==> src/rtl/trap_pkg.sv <==
// Shared cause codes and encodings for the trap/MRET sequencer.
// Interrupt cause codes are the machine-mode mcause values without the interrupt bit.
package trap_pkg;

   localparam logic [3:0] CAUSE_MSI = 4'd3;
   localparam logic [3:0] CAUSE_MTI = 4'd7;

   typedef enum logic [1:0] {
      ST_IDLE     = 2'd0,
      ST_COMMIT   = 2'd1,
      ST_REDIRECT = 2'd2
   } trap_state_e;

   typedef enum logic [1:0] {
      REQ_EXC  = 2'd0,
      REQ_INT  = 2'd1,
      REQ_MRET = 2'd2
   } req_kind_e;

endpackage

==> src/rtl/trap_irq_prioritizer.sv <==
// Combinational machine-interrupt enable and priority resolution.
// Software interrupt (MSI) wins over timer interrupt (MTI).
module trap_irq_prioritizer
   import trap_pkg::*;
(
   input  logic       mstatus_mie,
   input  logic       mie_msie,
   input  logic       mie_mtie,
   input  logic       mip_msip,
   input  logic       timer_irq,
   output logic       irq_valid,
   output logic [3:0] irq_cause
);

   logic msi_pend;
   logic mti_pend;

   always_comb begin
      msi_pend  = mstatus_mie & mip_msip & mie_msie;
      mti_pend  = mstatus_mie & timer_irq & mie_mtie;
      irq_valid = msi_pend | mti_pend;
      irq_cause = 4'd0;
      if (msi_pend) begin
         irq_cause = CAUSE_MSI;
      end else if (mti_pend) begin
         irq_cause = CAUSE_MTI;
      end
   end

endmodule

==> src/rtl/trap_sequencer.sv <==
// Trap entry / MRET sequencer: IDLE -> COMMIT (csr strobe) -> REDIRECT (fetch handshake).
// redirect_valid/redirect_pc form a valid/ready pair: pc is held while valid is high and not ready.
module trap_sequencer
   import trap_pkg::*;
#(
   parameter int XLEN     = 32,
   parameter int VECTORED = 0
) (
   input  logic            clk,
   input  logic            rst,
   input  logic            exc_valid,
   input  logic [3:0]      exc_cause,
   input  logic [XLEN-1:0] exc_pc,
   input  logic [XLEN-1:0] exc_tval,
   input  logic            retire_valid,
   input  logic [XLEN-1:0] retire_next_pc,
   input  logic            mret_req,
   input  logic            mstatus_mie,
   input  logic            mie_msie,
   input  logic            mie_mtie,
   input  logic            mip_msip,
   input  logic            timer_irq,
   input  logic [XLEN-1:0] mtvec_base,
   input  logic [XLEN-1:0] mepc_in,
   output logic            trap_taken,
   output logic [XLEN-1:0] trap_pc,
   output logic [3:0]      trap_cause,
   output logic [XLEN-1:0] trap_value,
   output logic            is_interrupt,
   output logic            mret,
   output logic            redirect_valid,
   output logic [XLEN-1:0] redirect_pc,
   input  logic            redirect_ready,
   output logic            core_stall,
   output trap_state_e     dbg_state
);

   trap_state_e     state_q, state_d;
   req_kind_e       kind_q, kind_d;
   logic [XLEN-1:0] pc_q, pc_d;
   logic [3:0]      cause_q, cause_d;
   logic [XLEN-1:0] tval_q, tval_d;

   logic            irq_valid;
   logic [3:0]      irq_cause;

   trap_irq_prioritizer u_prio (
      .mstatus_mie (mstatus_mie),
      .mie_msie    (mie_msie),
      .mie_mtie    (mie_mtie),
      .mip_msip    (mip_msip),
      .timer_irq   (timer_irq),
      .irq_valid   (irq_valid),
      .irq_cause   (irq_cause)
   );

   always_comb begin
      state_d = state_q;
      kind_d  = kind_q;
      pc_d    = pc_q;
      cause_d = cause_q;
      tval_d  = tval_q;
      case (state_q)
         ST_IDLE: begin
            if (exc_valid) begin
               state_d = ST_COMMIT;
               kind_d  = REQ_EXC;
               pc_d    = exc_pc;
               cause_d = exc_cause;
               tval_d  = exc_tval;
            end else if (mret_req) begin
               state_d = ST_COMMIT;
               kind_d  = REQ_MRET;
               pc_d    = '0;
               cause_d = 4'd0;
               tval_d  = '0;
            end else if (retire_valid && irq_valid) begin
               state_d = ST_COMMIT;
               kind_d  = REQ_INT;
               pc_d    = retire_next_pc;
               cause_d = irq_cause;
               tval_d  = '0;
            end
         end
         ST_COMMIT: state_d = ST_REDIRECT;
         ST_REDIRECT: begin
            if (redirect_ready) begin
               state_d = ST_IDLE;
            end
         end
         default: state_d = ST_IDLE;
      endcase
   end

   always_ff @(posedge clk or posedge rst) begin
      if (rst) begin
         state_q <= ST_IDLE;
         kind_q  <= REQ_EXC;
         pc_q    <= '0;
         cause_q <= 4'd0;
         tval_q  <= '0;
      end else begin
         state_q <= state_d;
         kind_q  <= kind_d;
         pc_q    <= pc_d;
         cause_q <= cause_d;
         tval_q  <= tval_d;
      end
   end

   // Redirect target is read from csr_file live in REDIRECT so the COMMIT-cycle write is seen.
   always_comb begin
      trap_taken     = (state_q == ST_COMMIT) && (kind_q != REQ_MRET);
      mret           = (state_q == ST_COMMIT) && (kind_q == REQ_MRET);
      trap_pc        = pc_q;
      trap_cause     = cause_q;
      trap_value     = tval_q;
      is_interrupt   = (kind_q == REQ_INT);
      core_stall     = (state_q != ST_IDLE);
      redirect_valid = (state_q == ST_REDIRECT);
      redirect_pc    = '0;
      if (state_q == ST_REDIRECT) begin
         if (kind_q == REQ_MRET) begin
            redirect_pc = mepc_in;
         end else if ((VECTORED != 0) && (kind_q == REQ_INT)) begin
            redirect_pc = mtvec_base + {{(XLEN-6){1'b0}}, cause_q, 2'b00};
         end else begin
            redirect_pc = mtvec_base;
         end
      end
      dbg_state = state_q;
   end

endmodule

==> config.mk <==
export PLATFORM = sky130hd
export DESIGN_NAME = trap_sequencer
export DESIGN_NICKNAME = d
export VERILOG_FILES = /design/src/rtl/trap_pkg.sv /design/src/rtl/trap_irq_prioritizer.sv /design/src/rtl/trap_sequencer.sv
export SDC_FILE = /design/constraint.sdc
export NUM_CORES = 1
export LEC_CHECK = 0
export BUFFER_PORTS_ARGS = -buffer_cell sky130_fd_sc_hd__buf_2
export CAP_MARGIN = 5
export CORE_AREA = 2 2 110 112
export CTS_BUF_LIST = sky130_fd_sc_hd__clkbuf_2
export DETAILED_ROUTE_END_ITERATION = 10
export DIE_AREA = 0 0 112 114
export GPL_TIMING_DRIVEN = 0
export PLACE_DENSITY = 0.68
export SYNTH_ARGS = -nofsm -noshare
export SYNTH_HDL_FRONTEND = slang
export SYNTH_SLANG_ARGS = --single-unit
==> constraint.sdc <==
create_clock -name clk -period 2 [get_ports clk]
set_clock_uncertainty 0.2 [all_clocks]
set_input_delay 0.2 -clock clk [delete_from_list [all_inputs] [get_ports clk]]
set_output_delay 0.2 -clock clk [all_outputs]
set_load 0.02 [all_outputs]
## After elaboration in Yosys (flattened, before gate mapping)

Index checks and enable logic that the tools add are counted.

- Logic and storage cells: 45
- Input bits: 175
- Output and inout bits: 107
- Register bits after elaboration: 72

- Reduce and logical (&&, ||, !) cells: 8
- Eq/ne operators: 7
- Bitwise logic cells: 5
- Mux-type cells: 20

Operator list:

| kind | number |
|---|---|
| 2-to-1 mux 32 bit | 8 |
| 2-to-1 mux 4 bit | 4 |
| 2-to-1 mux 2 bit | 6 |
| one-hot mux 2 bit (3 select lines) | 1 |
| AND 1 bit | 4 |
| equality test 2 x 1 -> 1 bit (second input constant) | 2 |
| equality test 2 bit (second input constant) | 2 |
| != test 4 bit (second input constant) | 1 |
| AND reduction 2 bit | 2 |
| logical AND 1 bit | 3 |
| 2-to-1 mux 3 bit | 1 |
| nonzero test 3 bit | 1 |
| logical NOT 2 bit | 1 |
| != test 2 x 1 -> 1 bit (second input constant) | 1 |
| != test 2 bit (second input constant) | 1 |
| nonzero test 2 bit | 1 |
| OR 1 bit | 1 |

## Depth between registers and ports, before layout

- Depth after elaboration: 8
- Gate-level depth with buffers: 6
- Mapped depth without buffers: 4

## By module

Synthesis repeated with hierarchy kept, for this count alone.

- Cells, all modules: 399
- Area total of the unflattened synthesis: 3704.8 um^2

By module, submodules not included:

| module | instances | seq. area each (um^2) | cells an instance | area each (um^2) |
|---|---|---|---|---|
| trap_sequencer | 1 | 1801.7 | 391 | 3654.8 |
| trap_irq_prioritizer | 1 | 0.0 | 8 | 50.0 |

## Worst setup path before layout

No wires, ideal clock.

- Path kind: reg-to-reg
- Start point: register state_q[0], in the netlist dbg_state[0]
- End point: register pc_q[10], in the netlist trap_pc[10]
- Arrival: 1.511 ns
- Path slack: 0.164 ns
- Path buffers: 1
- Library setup time: 0.125 ns
- Required time: 1.675 ns
- Period minus slack after synthesis: 1.836 ns
- Cell stages (with the launch flop): 6
- Cell sequence: dfrtp_1 nor2_4 inv_2 o2bb2ai_4 buf_6 mux2_4

- Longest elaborated chain between the ends: 2

Ends and longest elaborated chain:

| item | line | text |
|---|---|---|
| start: declaration | trap_sequencer.sv:38 | `trap_state_e state_q, state_d;` |
| start signal: assignment | trap_sequencer.sv:103 | `state_q <= state_d;` |
| logical NOT 2 bit | trap_sequencer.sv:63 | `case (state_q)` |
| AND reduction 2 bit (no line) | -- |  |
| end signal: assignment | trap_sequencer.sv:105 | `pc_q <= pc_d;` |
| end: declaration | trap_sequencer.sv:40 | `logic [XLEN-1:0] pc_q, pc_d;` |

No other way between the ends.
A chain may end at the register's enable or synchronous reset.

## Worst setup path in the final report

- Start point: register kind_q[1]
- End point: output port redirect_pc[15]

- Longest elaborated chain between the ends: 3

Ends and longest elaborated chain:

| item | line | text |
|---|---|---|
| start: declaration | trap_sequencer.sv:39 | `req_kind_e kind_q, kind_d;` |
| start signal: assignment | trap_sequencer.sv:104 | `kind_q <= kind_d;` |
| equality test 2 bit | trap_sequencer.sv:123 | `if (kind_q == REQ_MRET) begin` |
| 2-to-1 mux 32 bit | trap_sequencer.sv:123 |  |
| 2-to-1 mux 32 bit | trap_sequencer.sv:122 | `if (state_q == ST_REDIRECT) begin` |
| end: declaration | trap_sequencer.sv:32 | `output logic [XLEN-1:0] redirect_pc,` |

No other way between the ends.

==> impl_metrics.yaml <==
outcome:
  status: "finished with violations"
  violations: "setup timing"
route:
  post_drt_via_cell_ratio: 4.83
  first_iter_violations: 263
  first_pass_iters: 4
  wl_per_cell_um: 16.3
  num_vias: 4686
  ant_nets: 0
  finalWirelength_um: 15900
  drc: 0
synth:
  synth_top_family_by_area: "compound AO/OA/AOI/OAI gates"
  synth_fa_ha_area_share_pct: 0
  async_flop_share_pct: 100
  synthCells: 403
  yosysSeqAreaShare_pct: 46.7
  synthXorXnorAreaFrac_pct: 0
  postSynthRegisterBits: 72
  syn_area_per_cell_um2: 9.57
  synth_mux_area_share_pct: 12.8
  synth-compound-area-share_pct: 18.3
  synth_ff_type: "dfrtp_1"
  synth_edf_count: 0
  yosysWarnings: 0
  syn-cell-area_mm2: 0.00386
  ys_types: 23
  synth_nets: 578
  synth-simple-area-share_pct: 13.9
cells_and_area:
  nets: 994
  drive_above_1_share_pct: 52.7
  instances_no_fill: 971
  utilization_pct: 63.6
  fillerInstances: 916
  syn_to_final_growth_pct: 93.3
  antenna_cells: 0
power_and_ir_drop:
  irDropWorstVdd_uv: 977
  total_power_mw: 10.1
  p_per_area_mw_per_mm2: 1350
  leakage_nw: 3.85
clock_tree:
  cts.clk_slew.worst_paths_ns: 0.19
  htreeDepth: 3
  root_buffer: "clkbuf_2"
  cts_sinks: 72
  cts_buffer_depth: 2
  cts_buffers: 9
  clock_latency_ns: 0.51
  cts_tree: "built"
timing:
  setup_viol: 33
  rsz0062_at_grt: "yes"
  relSlewSlack_pct: 49.4
  max_freq_ghz: 0.457
  finalMaxSlewViolations: 0
  finalHoldViolations: 0
  layout_min_cycle_time_ns: 2.19
  holdWs_ns: 0.0641
  tightestPinTransition_ns: 0.758
  fin_ws_ns: -0.188
  finalCritPeriodShare_pct: 109
place:
  dp_hpwl_um: 10400
  dp_cells: 831
  portBuffers: 280
  place_congestion: 0.850
floorplanning:
  die-area_mm2: 0.0128
  fp.dieW_um: 112
  std_cell_rows: 40
  start_util_pct: 32.9
  die_y_um: 114
  pin_count: 282
  coreArea_mm2: 0.0117
global_route:
  antenna_found_initial: 0
  grt_pass1_wl_um: 23800
  track_usage_pct: 23.3
  grt_pass1_vias: 4781
  grt.overflow.total: 0
  grt_max_degree: 40
worst_setup_path:
  crit_path_end_kind: "primary output"
  cp_data_arrival_time_ns: 1.79
  critPathKind: "register to primary output"
  critPathRequiredTime_ns: 1.60
  start_kind: "register"
  crit_fanout: 7
  r2r_cells: 6
  r2r_setup_slack_ns: 0.01
min_path:
  min_path_cells: 4
  hold_path.class: "input pin to register"
flow_run:
  drv_cap: 0
## cell usage in the layout (no fill, tap or decap), types with 5 or more instances in the layout
master	netlist	routed
a22o_1	33	33
inv_1	35	34
o21ai_1	34	34
nor2_1	8	6
a21oi_4	0	6
nand2_4	0	11
clkbuf_1	24	12
buf_6	7	25
nand3_1	34	34
buf_4	0	27
dlygate4sd3_1	0	108
nand2_2	0	10
nand2_1	65	44
buf_12	0	5
buf_8	0	9
clkbuf_2	0	10
dfrtp_1	72	68
a21oi_2	0	25
buf_2	2	247
mux2_4	33	33
## per-layer routing
metal  vias to the layer above  share of wire (%)  global-route usage [%]
met5                         -                  0                       0
met4                         0                2.0                    8.70
met3                        24                6.0                    4.36
met2                       212                 55                    44.5
met1                      2241                 37                    25.5
li1                       2209                  -                       -
## worst paths after layout
path	startpoint	end
worst max-delay path	kind_q[1]$_DFFE_PP0P_	redirect_pc[15]
worst min-delay path	exc_valid	trap_cause[1]$_DFFE_PP0P_
worst max register to register	dbg_state[0]$_DFFE_PP0P_	trap_pc[23]$_DFFE_PP0P_
worst min register to register	trap_pc[21]$_DFFE_PP0P_	trap_pc[21]$_DFFE_PP0P_
max in group asynchronous	rst	dbg_state[0]$_DFFE_PP0P_
min in group asynchronous	rst	trap_pc[20]$_DFFE_PP0P_
## area by class of cell
type | instances | area (um2) | area share (%)
multi-input cells | 261 | 2050 | 27.5
repair buffers | 407 | 2870 | 38.6
flip-flops and latches | 72 | 1810 | 24.2
plain buffers | 31 | 287 | 3.84
inverters | 37 | 145 | 1.95
well taps | 147 | 184 | 2.47
clock buffers | 10 | 50.0 | 0.672
clock inverters | 6 | 60.1 | 0.806
## flip-flops by register name, summed over array words and instances (netlist names)
name / cells
dbg_state: 2
kind_q: 2
trap_cause: 4
trap_pc: 32
trap_value: 32
## power by group
part,internal [mW],switching [mW]
clock network,0.289,0.529
registers,2.09,0.382
logic,3.15,3.65
total,5.53,4.56
## synth_stat cells, types with 6 or more instances
library cell | count | area share, %
dfrtp_1 | 72 | 47
nand2_1 | 65 | 6.3
a21oi_1 | 35 | 4.5
inv_1 | 35 | 3.4
nand3_1 | 34 | 4.4
o21ai_1 | 34 | 4.4
a22o_1 | 33 | 7.5
mux2_4 | 33 | 13
clkbuf_1 | 24 | 2.3
nor2_1 | 8 | 0.78
buf_6 | 7 | 2.0
nand2b_1 | 6 | 0.97
## stage by stage
stage               worst slack (ns)  area [um2]  setup TNS [ns]
finish                        -0.188        7450           -5.30
global route                  -0.276        7450           -8.31
CTS                           -0.260        7080           -7.73
detailed placement           -0.0635        5470          -0.117
global placement            -0.00601        5450        -0.00601
floorplan                      0.164        3860               0
## timing repair
| item | CTS | global route |
|---|---|---|
| cloned | 4 | 2 |
| endpoints found under the setup margin | 41 | 43 |
| hold buffers | 108 | 0 |
| hold endpoints to repair | 104 | 0 |
| gates resized for setup | 113 | 78 |
| buffers inserted | 7 | 5 |
| pin swaps | 17 | 30 |
## worst max-delay path, cell delays in order (launching register included)
cell and delay, ns:
dfrtp_2 0.46, nor2b_4 0.17, buf_8 0.15, buf_8 0.12, nand2_2 0.06, a21oi_2 0.15
buf_4 0.16
## kinds of logic after synthesis
| family | Yosys count |
|---|---|
| AO/OA/AOI/OAI | 109 |
| AND/OR/NAND/NOR | 119 |
| flip-flops | 72 |
| buffers and inverters | 70 |
| multiplexers | 33 |
Power figures use the tool's default switching activity.
